**src/rtl/matmul_bt_sched.sv**
```systemverilog
// Read/MAC/write scheduler for C = A * B^T (i outer, j middle, k inner).
// Optional busy-cycle counter enabled by defining MATMUL_BT_SCHED_PERF_EN.
module matmul_bt_sched #(
  parameter int DIM_W   = 8,
  parameter int AW      = 16,
  parameter int MAC_LAT = 1
) (
  input  logic             clk,
  input  logic             rst,
  input  logic             start,
  input  logic [DIM_W-1:0] cfg_m,
  input  logic [DIM_W-1:0] cfg_n,
  input  logic [DIM_W-1:0] cfg_k,
  input  logic             hold,
  output logic             a_rd_en,
  output logic [AW-1:0]    a_rd_addr,
  output logic             b_rd_en,
  output logic [AW-1:0]    b_rd_addr,
  output logic             mac_en,
  output logic             mac_first,
  output logic             mac_last,
  output logic             c_wr_en,
  output logic [AW-1:0]    c_wr_addr,
  output logic             busy,
  output logic             done,
  output logic [31:0]      perf_cycles
);

  typedef enum logic [1:0] {IDLE, RUN, DRAIN, DONE} state_e;

  state_e state_q, state_d;

  logic [DIM_W-1:0] m_q, n_q, k_q;
  logic [DIM_W-1:0] i_q, j_q, kk_q;
  logic             rd_en, k_wrap, j_wrap, i_wrap, last_rd, cfg_zero, accept;
  logic             busy_int;
  logic [AW-1:0]    a_addr, b_addr, c_addr_now;

  // vld_pipe[0] is the mac_last stage; vld_pipe[MAC_LAT] is the C write strobe
  logic                       mac_en_q, mac_first_q;
  logic [MAC_LAT:0]           vld_pipe;
  logic [MAC_LAT:0][AW-1:0]   addr_pipe;

  assign cfg_zero = (cfg_m == '0) || (cfg_n == '0) || (cfg_k == '0);
  assign accept   = (state_q == IDLE) && start;
  assign rd_en    = (state_q == RUN) && !hold;
  assign k_wrap   = (kk_q == k_q - DIM_W'(1));
  assign j_wrap   = (j_q  == n_q - DIM_W'(1));
  assign i_wrap   = (i_q  == m_q - DIM_W'(1));
  assign last_rd  = rd_en && k_wrap && j_wrap && i_wrap;
  assign busy_int = (state_q == RUN) || (state_q == DRAIN);

  assign a_addr     = AW'(i_q) * AW'(k_q) + AW'(kk_q);
  assign b_addr     = AW'(j_q) * AW'(k_q) + AW'(kk_q);
  assign c_addr_now = AW'(i_q) * AW'(n_q) + AW'(j_q);

  always_ff @(posedge clk) begin
    if (rst) state_q <= IDLE;
    else     state_q <= state_d;
  end

  always_comb begin
    state_d = state_q;
    case (state_q)
      IDLE:  if (start) state_d = cfg_zero ? DONE : RUN;
      RUN:   if (last_rd) state_d = DRAIN;
      // the last write is the only one left once the earlier stages are empty
      DRAIN: if (vld_pipe[MAC_LAT] && (vld_pipe[MAC_LAT-1:0] == '0)) state_d = DONE;
      DONE:  state_d = IDLE;
      default: state_d = IDLE;
    endcase
  end

  always_ff @(posedge clk) begin
    if (rst) begin
      m_q  <= '0;
      n_q  <= '0;
      k_q  <= '0;
      i_q  <= '0;
      j_q  <= '0;
      kk_q <= '0;
    end else if (accept) begin
      m_q  <= cfg_m;
      n_q  <= cfg_n;
      k_q  <= cfg_k;
      i_q  <= '0;
      j_q  <= '0;
      kk_q <= '0;
    end else if (rd_en) begin
      kk_q <= k_wrap ? '0 : kk_q + DIM_W'(1);
      if (k_wrap) j_q <= j_wrap ? '0 : j_q + DIM_W'(1);
      if (k_wrap && j_wrap) i_q <= i_wrap ? '0 : i_q + DIM_W'(1);
    end
  end

  always_ff @(posedge clk) begin
    if (rst) begin
      mac_en_q    <= 1'b0;
      mac_first_q <= 1'b0;
      vld_pipe    <= '0;
      addr_pipe   <= '0;
    end else begin
      mac_en_q    <= rd_en;
      mac_first_q <= rd_en && (kk_q == '0);
      vld_pipe    <= {vld_pipe[MAC_LAT-1:0], rd_en && k_wrap};
      addr_pipe   <= {addr_pipe[MAC_LAT-1:0], c_addr_now};
    end
  end

  assign a_rd_en   = rd_en & ~rst;
  assign b_rd_en   = rd_en & ~rst;
  assign a_rd_addr = rst ? '0 : a_addr;
  assign b_rd_addr = rst ? '0 : b_addr;
  assign mac_en    = mac_en_q & ~rst;
  assign mac_first = mac_first_q & ~rst;
  assign mac_last  = vld_pipe[0] & ~rst;
  assign c_wr_en   = vld_pipe[MAC_LAT] & ~rst;
  assign c_wr_addr = rst ? '0 : addr_pipe[MAC_LAT];
  assign busy      = busy_int & ~rst;
  assign done      = (state_q == DONE) & ~rst;

`ifdef MATMUL_BT_SCHED_PERF_EN
  logic [31:0] perf_q;

  always_ff @(posedge clk) begin
    if (rst)                            perf_q <= '0;
    else if (accept)                    perf_q <= '0;
    else if (busy_int && perf_q != '1)  perf_q <= perf_q + 32'd1;
  end

  assign perf_cycles = rst ? '0 : perf_q;
`else
  assign perf_cycles = '0;
`endif

endmodule

```
**config.mk**
```make
export PLATFORM = sky130hd
export DESIGN_NAME = matmul_bt_sched
export DESIGN_NICKNAME = d
export VERILOG_FILES = /design/src/rtl/matmul_bt_sched.sv
export SDC_FILE = /design/constraint.sdc
export NUM_CORES = 1
export LEC_CHECK = 0
export ABC_CLOCK_PERIOD_IN_PS = 4900
export CORE_UTILIZATION = 30
export CTS_CLUSTER_DIAMETER = 40
export DETAILED_ROUTE_END_ITERATION = 10
export GPL_TIMING_DRIVEN = 0
export SLEW_MARGIN = 15
export SYNTH_ARGS = -nofsm -noshare
export SYNTH_HDL_FRONTEND = slang
export SYNTH_SLANG_ARGS = --single-unit
export TNS_END_PERCENT = 30
```
**constraint.sdc**
```tcl
create_clock -name clk -period 4.9 [get_ports clk]
set_input_delay 0.735 -clock clk [delete_from_list [all_inputs] [get_ports clk]]
set_output_delay 0.735 -clock clk [all_outputs]
set_load 0.01 [all_outputs]
```
Word level (Yosys, flattened, before mapping)

Cells that the tools add are included.

Bitwise operators: 9
$add $sub $neg: 9
Multiplexer cells: 11
Multiply operators: 3
Shift-type cells: 0
Magnitude comparators: 0
Equality and inequality tests: 9
Reduce and logical (&&, ||, !) cells: 21
Div/mod/pow operators: 0

Operators by type and width:

| kind                                                   | number |
|---|---|
| adder 16 x 8 -> 16 bit                                 | 3 |
| multiplier 8 x 8 -> 16 bit                             | 3 |
| 2-to-1 mux 16 bit                                      | 3 |
| logical NOT 8 bit                                      | 4 |
| adder 8 x 1 -> 8 bit (second input constant)           | 3 |
| equality test 8 bit                                    | 3 |
| 2-to-1 mux 8 bit                                       | 3 |
| subtractor 8 x 1 -> 8 bit (second input constant)      | 3 |
| logical AND 1 bit                                      | 8 |
| 2-to-1 mux 2 bit                                       | 4 |
| case mux 2 bit (4 select lines)                        | 1 |
| AND 1 bit                                              | 7 |
| equality test 2 bit (second input constant)            | 2 |
| inequality test 2 bit (second input constant)          | 2 |
| AND reduction 2 bit                                    | 2 |
| logical OR 1 bit                                       | 3 |
| AND reduction 3 bit                                    | 1 |
| equality test 2 x 1 -> 1 bit (second input constant)   | 1 |
| logical NOT 2 bit                                      | 1 |
| inequality test 2 x 1 -> 1 bit (second input constant) | 1 |
| inverter 1 bit                                         | 2 |
| OR reduction 2 bit                                     | 1 |
| logical NOT 1 bit                                      | 1 |

Bits in writable memories: 0
Bits in latches: 0
Bits in read-only memories: 0
Register bits after elaboration: 86
Output and inout port bits: 88
Bits of input ports: 28
Word-level logic and storage cells: 74
Memories kept: 0

Longest topological paths before layout

Depth in word-level cells: 7
Gate-level depth with buffers: 21
Gate-level depth less buffers: 19

Worst setup path before layout

No wires, ideal clock.

Path type: register to output
Start: register k_q[1]
End: output port a_rd_addr[15]
Path buffers: 2
Path slack: -371 ps
Cell stages (with the launch flop): 19
Required time: 4165 ps
Arrival time: 4536 ps
Path through: dfxtp_1 clkbuf_1 buf_1 nand2_1 fa_1 inv_1 fa_1 inv_1 fa_1 fa_1 inv_1 ha_1 o21a_1 o21ai_0 a21o_1 a21oi_1 nor3_1 nor3_1 nor3b_1

Longest elaborated chain between the ends: 3

Ends and longest elaborated chain:

| element                    | RTL line | text |
|---|---|---|
| start: declaration         | 33       | `logic [DIM_W-1:0] m_q, n_q, k_q;` |
| start signal: assignment   | 85       | `k_q <= cfg_k;` |
| multiplier 8 x 8 -> 16 bit | 53       | `assign a_addr = AW'(i_q) * AW'(k_q) + AW'(kk_q);` |
| adder 16 x 8 -> 16 bit     | 53       |  |
| 2-to-1 mux 16 bit          | 112      | `assign a_rd_addr = rst ? '0 : a_addr;` |
| end: declaration           | 16       | `output logic [AW-1:0] a_rd_addr,` |

Every way passes these cells.

Worst setup path after layout

Start: register k_q[0]
End: output port b_rd_addr[15]

Longest elaborated chain between the ends: 3

Ends and longest elaborated chain:

| element                    | RTL line | text |
|---|---|---|
| multiplier 8 x 8 -> 16 bit | 54       | `assign b_addr = AW'(j_q) * AW'(k_q) + AW'(kk_q);` |
| adder 16 x 8 -> 16 bit     | 54       |  |
| 2-to-1 mux 16 bit          | 113      | `assign b_rd_addr = rst ? '0 : b_addr;` |
| end: declaration           | 18       | `output logic [AW-1:0] b_rd_addr,` |

Every way passes these cells.

==> reports/qor.yml <==
critical_path_required_ns: 4.16
dp_slack_ns: -1.48
route.detailed.drc: 0
total_power_mw: 2.35
avgSynthCellArea_um2: 8.29
hold_path.class: "reg2reg"
totalWireLength_mm: 30.5
synth_cells: 1346
place_congestion: 0.872
yosysMostFrequentCell: "inv_1"
dpl_cell_area_um2: 12800
ys_top_cells_by_count: "inv_1, nand2_1, fa_1"
cts_buffer_depth: 2
wl_per_cell_um: 15.3
powerDensity_nw_per_um2: 166
die_x_um: 195
ys_ff_latch: 86
synthTopCellsByArea: "fa_1, dfxtp_1, ha_1, inv_1, and2_1"
end_kind: "output pin"
grt-ovfl-total: 0
ant_nets: 0
fillers: 3689
hold_violations: 0
synth_top_area_share_pct: 23.7
die_y_um: 195
start_util_pct: 30.5
fin_crit_ns: 5.50
synth_simple_gate_area_share_pct: 23.1
h-tree-depth: 3
yosys_warnings: 0
fin_tns_setup_ns: -6.75
slew_headroom_pct: 37.2
setup.worst_path.start_class: "register"
cts_tree: "yes"
synth_compound_area_share_pct: 5.57
synth_flop_cell: "dfxtp_1"
final_layout_size_suffix_gt1_share_pct: 17.8
p_clk_share_pct: 30.3
antenna_found_initial: 1
antenna_cells: 0
post-route-period-util_pct: 112
cts_hold_buf: 0
grt_max_degree: 15
critical_path_class: "reg2out"
drtIter0Drc: 582
ys_seq_area_share_pct: 15.4
num_vias: 9234
pwr-share-comb_pct: 35.2
root_buffer: "clkbuf_16"
peakVddDrop_v: 0.000133
cts_sinks: 86
setup_viol: 19
status: "finished, violations left"
maxSlewViolCount: 0
postLayoutCellArea_um2: 14200
netlist_area_um2: 11200
hold_ws_ns: 0.438
area_delta_synth_final_pct: 26.9
insertion_delay_ns: 0.35
synth_top_family_by_area: "adder cells"
grt_pass1_vias: 9476
synthAdderAreaFrac_pct: 37.1
grt_use_total_pct: 16.5
sw_frac_of_total_pct: 35.4
numCtsBuffers: 9
std_cell_rows: 70
setup_slack_ns: -0.602
fin_skew_ns: 0.00909
synth_edf_count: 0
tightest_slew_ns: 0.941
die-area_um2: 38000
synth_mux_area_share_pct: 0.314
seqPwrFrac_pct: 34.5
failed_checks: "setup timing"
synth_cell_types: 50
synthXorXnorAreaFrac_pct: 6.75
drv_cap: 0
p_leak_nw: 6.88
cp.arrival_ns: 4.77
grt_pass1_wl_mm: 49.1
drt_pass1_iterations: 5
dp_hpwl_mm: 22.8
p_sw_mw: 0.833
max_freq_mhz: 182
core-area_um2: 36600
cp_max_fo: 6
portBuffers: 83
synthArstFlopShare_pct: 0
vias_per_cell: 4.65
yosysTopAreaCell: "fa_1"
power.internal_mw: 1.52
layout.nets: 1793
clk_pin_slew_ns: 0.06
ios: 116
rsz0062_at_grt: "true"
==> final timing paths <==
| path | from | to | slack (ns) | cells after the start |
|---|---|---|---|---|
| setup / recovery | k_q[0] | b_rd_addr[15] | -0.60 | 20 |
| hold / removal | addr_pipe[5] | addr_pipe[21] | 0.44 | 1 |
| setup reg to reg | n_q[3] | addr_pipe[15] | 0.21 | 17 |
| hold reg to reg | addr_pipe[5] | addr_pipe[21] | 0.44 | 1 |
==> power by group through the flow <==
stage	clock, mW	sequential [mW]	combinational, mW
2_1_floorplan	0	0.794	0.525
3_3_place_gp	0	0.806	0.738
3_5_place_dp	0	0.807	0.743
4_1_cts	0.724	0.805	0.821
5_1_grt	0.755	0.817	0.909
6_report	0.714	0.811	0.829
==> per-layer routing <==
metal / up-vias / track usage [%] / share of wire [%]
met2: 271 / 27.2 / 47
met3: 46 / 3.00 / 7.2
li1: 4429 / - / -
met5: - / 0 / 0
met4: 0 / 5.83 / 2.9
met1: 4488 / 21.5 / 43
==> worst max-delay path, cell delays in order (launching register included) <==
cell,delay (ns)
dfxtp_4,0.38
clkbuf_16,0.16
nand2_4,0.05
fa_1,0.51
inv_2,0.05
fa_1,0.53
ha_4,0.30
inv_2,0.03
fa_1,0.49
inv_2,0.05
fa_2,0.34
a21o_1,0.20
a21o_1,0.23
a21oi_2,0.19
o21ai_2,0.10
a41oi_2,0.15
buf_4,0.15
a21oi_4,0.05
xnor2_2,0.16
nor2_1,0.13
buf_2,0.16
==> registers in the layout (all words and copies together), names as in the netlist <==
name and count:
n_q 8, addr_pipe 32, j_q 8, kk_q 8, mac_first_q 1, i_q 8
state_q 2, k_q 8, vld_pipe 2, m_q 8, mac_en_q 1
==> cell usage in the layout (no fill, tap or decap), drive strengths merged, types with 7 or more instances in the layout <==
cell,n
or3,10
xor2,27
clkdlybuf4s50,59
nor2,68
nand2b,7
fa,132
xnor2,59
inv,207
buf,120
nor2b,61
clkbuf,56
a21o,14
and2,115
nor4,16
ha,120
dfxtp,86
a21oi,52
nand4,13
nand3,17
conb,32
o21ai,13
nor3,24
nand2,158
==> timing repair <==
action,CTS,global route
pin swaps,60,52
gates resized for setup,237,78
setup endpoints to repair,31,26
buffers inserted,33,19
gates cloned,0,0
==> stage by stage <==
step           std cells  utilization [%]
4_1_cts             1971             38.0
2_1_floorplan       1377                -
5_1_grt             1986             38.7
6_report            1986             38.7
3_5_place_dp        1928             34.9
3_3_place_gp        1928             34.9
==> layout make-up <==
type	instances	area, µm²	share of cell area [%]
Multi-Input combinational cell	978	8670	61.2
Clock buffer	11	253	1.78
Buffer	95	871	6.15
Inverter	208	785	5.54
Sequential cell	86	1770	12.5
Tap cell	468	586	4.13
Timing Repair Buffer	135	1180	8.31
Clock inverter	5	57.6	0.406
==> kinds of logic after synthesis <==
group           after synthesis
compound gates              103
fa+ha+maj                   252
buf+inv                     313
mux                           3
xor+xnor                     86
other cells                   1
simple gates                502
flops                        86
Note: power is estimated with default switching activity, not from simulation.
